<file path="src/rtl/pipe_stage_reg.sv">
// rtl/pipe_stage_reg.sv - pipeline boundary register with hold/flush control, stall timeout and illegal-control flag
// Optional PIPE_STAGE_PERF_EN adds free-running hold/flush/advance performance counters.
module pipe_stage_reg #(
    parameter int          DATA_W    = 64,
    parameter int          MAX_STALL = 15,
    parameter logic [31:0] NOP_WORD  = 32'h00000000
) (
    input  logic              Clk,
    input  logic              Reset_n,
    input  logic [1:0]        Ctrl,
    input  logic [31:0]       In_Instruction,
    input  logic [DATA_W-1:0] In_Data,
    input  logic              In_Valid,
    output logic [31:0]       Out_Instruction,
    output logic [DATA_W-1:0] Out_Data,
    output logic              Out_Valid,
    output logic [1:0]        State,
    output logic              Stall_Timeout,
`ifdef PIPE_STAGE_PERF_EN
    output logic [31:0]       Perf_Hold_Cnt,
    output logic [31:0]       Perf_Flush_Cnt,
    output logic [31:0]       Perf_Adv_Cnt,
`endif
    output logic              Ctrl_Error
);

    localparam int CNT_W = $clog2(MAX_STALL + 1);
    localparam logic [CNT_W-1:0] CNT_MAX = CNT_W'(MAX_STALL);

    localparam logic [1:0] CTRL_ADV  = 2'b00;
    localparam logic [1:0] CTRL_HOLD = 2'b01;

    typedef enum logic [1:0] {
        ST_RUN    = 2'b00,
        ST_HOLD   = 2'b01,
        ST_BUBBLE = 2'b10
    } state_t;

    state_t              r_state;
    state_t              w_state_nxt;
    logic [31:0]         r_instr;
    logic [DATA_W-1:0]   r_data;
    logic                r_valid;
    logic [CNT_W-1:0]    r_hold_cnt;
    logic [CNT_W-1:0]    w_hold_cnt_nxt;
    logic                r_timeout;
    logic                r_ctrl_err;
    logic                w_is_adv;
    logic                w_is_hold;
    logic                w_is_flush;

    assign w_is_adv   = (Ctrl == CTRL_ADV);
    assign w_is_hold  = (Ctrl == CTRL_HOLD);
    // Illegal encoding 11 shares the flush path; only Ctrl_Error distinguishes it.
    assign w_is_flush = Ctrl[1];

    always_ff @(posedge Clk or negedge Reset_n) begin
        if (!Reset_n) begin
            r_state <= ST_BUBBLE;
        end else begin
            r_state <= w_state_nxt;
        end
    end

    always_comb begin
        w_state_nxt = r_state;
        if (w_is_flush) begin
            w_state_nxt = ST_BUBBLE;
        end else if (w_is_hold) begin
            w_state_nxt = r_valid ? ST_HOLD : ST_BUBBLE;
        end else begin
            w_state_nxt = In_Valid ? ST_RUN : ST_BUBBLE;
        end
    end

    always_comb begin
        State = r_state;
    end

    always_ff @(posedge Clk or negedge Reset_n) begin
        if (!Reset_n) begin
            r_instr <= NOP_WORD;
            r_data  <= '0;
            r_valid <= 1'b0;
        end else if (w_is_flush) begin
            r_instr <= NOP_WORD;
            r_data  <= '0;
            r_valid <= 1'b0;
        end else if (w_is_adv) begin
            r_instr <= In_Instruction;
            r_data  <= In_Data;
            r_valid <= In_Valid;
        end
    end

    always_comb begin
        w_hold_cnt_nxt = '0;
        if (w_is_hold) begin
            w_hold_cnt_nxt = (r_hold_cnt == CNT_MAX) ? r_hold_cnt : r_hold_cnt + 1'b1;
        end
    end

    // Timeout is registered alongside the counter so it rises with the MAX_STALL-th hold.
    always_ff @(posedge Clk or negedge Reset_n) begin
        if (!Reset_n) begin
            r_hold_cnt <= '0;
            r_timeout  <= 1'b0;
        end else begin
            r_hold_cnt <= w_hold_cnt_nxt;
            r_timeout  <= (w_hold_cnt_nxt == CNT_MAX);
        end
    end

    always_ff @(posedge Clk or negedge Reset_n) begin
        if (!Reset_n) begin
            r_ctrl_err <= 1'b0;
        end else if (Ctrl == 2'b11) begin
            r_ctrl_err <= 1'b1;
        end
    end

`ifdef PIPE_STAGE_PERF_EN
    logic [31:0] r_perf_hold;
    logic [31:0] r_perf_flush;
    logic [31:0] r_perf_adv;

    always_ff @(posedge Clk or negedge Reset_n) begin
        if (!Reset_n) begin
            r_perf_hold  <= '0;
            r_perf_flush <= '0;
            r_perf_adv   <= '0;
        end else begin
            if (w_is_hold) begin
                r_perf_hold <= r_perf_hold + 32'd1;
            end
            if (w_is_flush) begin
                r_perf_flush <= r_perf_flush + 32'd1;
            end
            if (w_is_adv && In_Valid) begin
                r_perf_adv <= r_perf_adv + 32'd1;
            end
        end
    end

    assign Perf_Hold_Cnt  = r_perf_hold;
    assign Perf_Flush_Cnt = r_perf_flush;
    assign Perf_Adv_Cnt   = r_perf_adv;
`endif

    assign Out_Instruction = r_instr;
    assign Out_Data        = r_data;
    assign Out_Valid       = r_valid;
    assign Stall_Timeout   = r_timeout;
    assign Ctrl_Error      = r_ctrl_err;

endmodule

</file>
<file path="config.mk">
export PLATFORM = sky130hd
export DESIGN_NAME = pipe_stage_reg
export DESIGN_NICKNAME = d
export VERILOG_FILES = /design/src/rtl/pipe_stage_reg.sv
export SDC_FILE = /design/constraint.sdc
export NUM_CORES = 1
export LEC_CHECK = 0
export CAP_MARGIN = 20
export CORE_MARGIN = 5
export CORE_UTILIZATION = 44
export DETAILED_ROUTE_END_ITERATION = 8
export PLACE_DENSITY = 0.86
export RECOVER_POWER = 100
export SLEW_MARGIN = 5
export SYNTH_ARGS = -nofsm -noshare
export SYNTH_HDL_FRONTEND = slang
export SYNTH_SLANG_ARGS = --single-unit
</file>
<file path="constraint.sdc">
create_clock -name Clk -period 2.8 [get_ports Clk]
set_clock_uncertainty 0.15 [all_clocks]
set_input_delay 0.42 -clock Clk [delete_from_list [all_inputs] [get_ports Clk]]
set_output_delay 0.42 -clock Clk [all_outputs]
set_load 0.03 [all_outputs]
</file>
# Yosys cells after proc, flatten, opt, wreduce, memory -nomap -nowiden
# Cells that the tools add are included.
[word_totals]
output_inout_bits = 101
mem_bits_rw = 0
ff_bits = 105
latch_bits = 0
rom_bits = 0
in_bits = 101
wordCells = 26
n_memories = 0
[op_classes]
eq_ne = 4
n_reduce_logical = 2
muxes = 12
shifts = 0
n_mul = 0
addsub = 1
div = 0
n_lt_le_gt_ge = 0
bitwise = 0
[ops]
columns = ["op", "n"]
rows = [
  ["$mux 64", 2],
  ["$mux 32", 2],
  ["$eq 4x4->1 const B", 2],
  ["$mux 2", 4],
  ["$mux 4", 2],
  ["$add 4x1->4 const B", 1],
  ["$eq 2x1->1 const B", 1],
  ["$eq 2x2->1 const B", 1],
  ["$logic_not 2->1", 1],
  ["$mux 1", 2],
  ["$reduce_bool 2->1", 1],
]

# Depth between registers and ports, before layout
[depth]
word_depth = 4
mapped_depth = 5
ltp_nobuf = 5

# Worst setup path after synthesis
# OpenSTA, ideal clock, no wires.
[synth_timing]
kind = "in2reg"
from = "input Ctrl[0]"
to = "register r_data[57] (netlist: Out_Data[57])"
arrival_ps = 1196
path_buffers = 3
path_slack_ps = 1322
stages = 5
t_required_ps = 2518
cell_sequence = "buf_2 -> buf_4 -> buf_4 -> mux2i_1 -> nor2_1"
[synth_between]
elab_chain_len = 2
[synth_rtl]
columns = ["element", "line", "source"]
rows = [
  ["start, declared", "10", "input logic [1:0] Ctrl,"],
  ["$logic_not 2->1", "52", "assign w_is_adv = (Ctrl == CTRL_ADV);"],
  ["$reduce_bool 2->1 (no line)", "n/a", ""],
  ["end signal, assigned", "91", "r_data <= In_Data;"],
  ["end, declared", "42", "logic [DATA_W-1:0] r_data;"],
]
# No other way between the ends.
# A chain may end at the register's enable or synchronous reset.

# Worst setup path in the final report
[layout_timing]
from = "register r_state[1] (netlist: State[1])"
to = "output State[1]"
[layout_lines]
columns = ["element", "line", "source"]
rows = [
  ["start, declared", "39", "state_t r_state;"],
  ["start signal, assigned", "61", "r_state <= w_state_nxt;"],
  ["end, declared", "17", "output logic [1:0] State,"],
]
# No word-level cell between the ends.

==> run metrics <==
H-tree levels=3; Buf/Inv on CP=1; switching part of the total=29.68%; status=finished, final reports clean; max frequency=459.4 MHz; drt first pass iters=4; pin count of the biggest net entering global routing=61; clk sinks=105; Final Hold Violating Endpoints=0; synthesized area per cell=12.34 um^2; crit-path cells=dlygate4sd3_1; final antenna-violating net count=0; CP Max Fanout=1; Power Density=around 490 mW/mm^2; Placement Cell Area=0.006322 mm^2; I/O pins=202; grt total ovfl=0; Worst Hold Depth=2; initial antenna violation count=0; Critical Path AT=~1.6 ns; Seq/Total Area, Yosys=a little over three fifths; iteration-0 DRC count of the detailed router=161; Worst Path Class, Setup=flop to primary output; Setup-failing EPs final=0; Reg2Reg Setup Slack=around 1.3 ns; Slew Limit Fails=0; first-pass GRT wire length=between 15000 and 20000 um; Hold Crit Class=flop to flop; min cycle time layout=~2.2 ns; total power=approximately 3.2 mW; Clock Tree Root=clkbuf_8; CTS tree=yes; Initial Utilization=45.20%; Slew @ Worst Pin=1.187 ns; Synth area leaders=dfrtp_1, mux2i_1, nor2_1, buf_2, clkbuf_1; crit-path max cell delay=about 0.73 ns; CTS Buf Count=9; peak supply drop=0.2459 mV; Worst Setup End Kind=primary output; Syn Inst Count=340; worst r2r src=r_hold_cnt[0]$_DFF_PN0_; final hold slack=roughly 0.37 ns; Yosys cell types=21; via count=3206; CP required=2.23 ns; Synth Warn #=0; die width=around 110 um; post-synthesis cell area=approximately 0.0042 mm^2; FF-to-FF End=Stall_Timeout$_DFF_PN0_; Finished Cell Area=0.006502 mm^2; clk buf depth=2; Max transition margin=20.85%; Skew-Pair Late Insertion Delay=0.36 ns; top cell type by total area after synthesis=dfrtp_1; HP Start=Out_Data[58]$_DFFE_PN0P_; Max-Cap Viols=0; P_int=2.246 mW; cell family with most CP delay=buffers and inverters; I/O Buffers=201; core area=~0.0093 mm^2; period utilization=77.74%; wire per inst=17.06 um; WL final=~11000 um; # rows=35; Setup TNS=0 ns; vias in the first global route=approximately 3500; die area=0.01159 mm^2; RSZ-0062 raised after global routing=false; CP max-delay cell=dlygate4sd3_1; DR vias/cell=4.785; Seq pwr share=51.3%; startpoint class of the critical path=flop; LEAKAGE=about 3.3 nW; DRC errors left=0; top-area cell type share of the netlist area=62.02%; worst hold path endpoint=Out_Data[58]$_DFFE_PN0P_; Yosys reg bits=between 100 and 150; HPWL after DPL=8506 um; Synth-to-Final Area Change=54.95%; chip height=107.7 um; sw power=948.0 uW; Logic pwr share=21.5%; Clk pin slew, worst setup/hold paths=0.11 ns; global-route usage over all layers=20.07%; share of post-route cells with drive strength above 1=4.436%; syn_nets=442; final antenna diode count=0; GPL Wtd Cong=0.7454; Clk pwr share=27.3%; Worst R2R Path Depth=4; fin nets=638
-- how the worst max path moves through the flow --
stage	from	to	slack, ns	cells after the start
detailed placement	Ctrl[1]	Stall_Timeout$_DFF_PN0_	0.91	5
global placement	Ctrl[1]	Stall_Timeout$_DFF_PN0_	0.95	5
finish	State[1]$_DFF_PN1_	State[1]	0.62	1
global route	State[1]$_DFF_PN1_	State[1]	0.57	1
floorplan	Ctrl[0]	Out_Data[57]$_DFFE_PN0P_	1.32	5
CTS	State[1]$_DFF_PN1_	State[1]	0.67	1
-- cell usage in the layout (no fill, tap or decap), drive strengths merged, types with 3 or more instances in the layout --
cell type,instances
clkdlybuf4s50,97
buf,5
clkinv,3
nand3,3
o21ai,3
nor2,99
dfrtp,104
mux2i,98
clkbuf,12
dlygate4sd3,102
inv,5
-- cells by family after synthesis --
| family | count (synthesis) | share of synthesized area [%] |
|---|---|---|
| AND/OR/NAND/NOR | 106 | 9.929 |
| flip-flops | 105 | 62.64 |
| multiplexers | 98 | 23.38 |
| buffers and inverters | 24 | 2.862 |
| AO/OA/AOI/OAI | 5 | 0.6858 |
| XOR/XNOR | 1 | 0.2087 |
| adder cells (fa/ha/maj) | 1 | 0.2981 |
-- sequential cells by signal, indices dropped and copies added (netlist names) --
signal           cells
Out_Data            64
Out_Instruction     32
r_hold_cnt           4
State                2
Ctrl_Error           1
Out_Valid            1
Stall_Timeout        1
-- layout make-up --
type	instances	area, um^2
flip-flops and latches	105	2629
repair buffers	207	2081
well taps	129	161.4
inverters	2	7.507
clock inverters	7	52.55
clock buffers	9	123.9
multi-input cells	211	1448
fillers	692	2781
-- per-layer routing --
layer / track usage, % / wire, um / vias up
li1: - / - / 1518
met1: 24.55 / 4693 / 1544
met2: 34.10 / 5684 / 131
met3: 5.819 / 853 / 13
met4: 6.583 / 196 / 0
met5: 0 / 0 / -
-- through the flow --
stage                     setup WS [ns]  std cells  utilization (%)
after floorplan                   1.322        340                -
after global placement           0.9536        653            68.10
after detailed placement         0.9124        653            68.10
after CTS                        0.6734        670            70.11
after global routing             0.5701        670            70.04
final                            0.6233        670            70.04
-- Yosys cell counts --
cell	number
dfrtp_1	104
mux2i_1	98
and2_1	1
o21ai_1	2
nand2b_1	1
o21ai_0	1
buf_2	9
and2b_1	1
buf_1	2
buf_6	1
dfstp_2	1
clkbuf_1	7
a31oi_1	1
inv_1	2
and4b_1	1
xnor2_1	1
nand3_1	3
nor2_1	99
a21o_1	1
buf_4	3
ha_1	1
-- power by group through the flow --
stage	Clock [mW]	Combinational, mW	Sequential (mW)
6_report	0.871	0.685	1.64
4_1_cts	0.895	0.724	1.64
5_1_grt	0.954	0.732	1.65
3_5_place_dp	0	0.721	1.67
2_1_floorplan	0	0.176	1.83
3_3_place_gp	0	0.707	1.67
-- what timing repair did --
| action | CTS | global route |
|---|---|---|
| endpoints found under the hold margin | 45 | 0 |
| gates resized for setup | 0 | 0 |
| buffers inserted | 0 | 0 |
| hold buffers | 1 | 0 |
No activity file was read; power rests on OpenSTA's default activity.
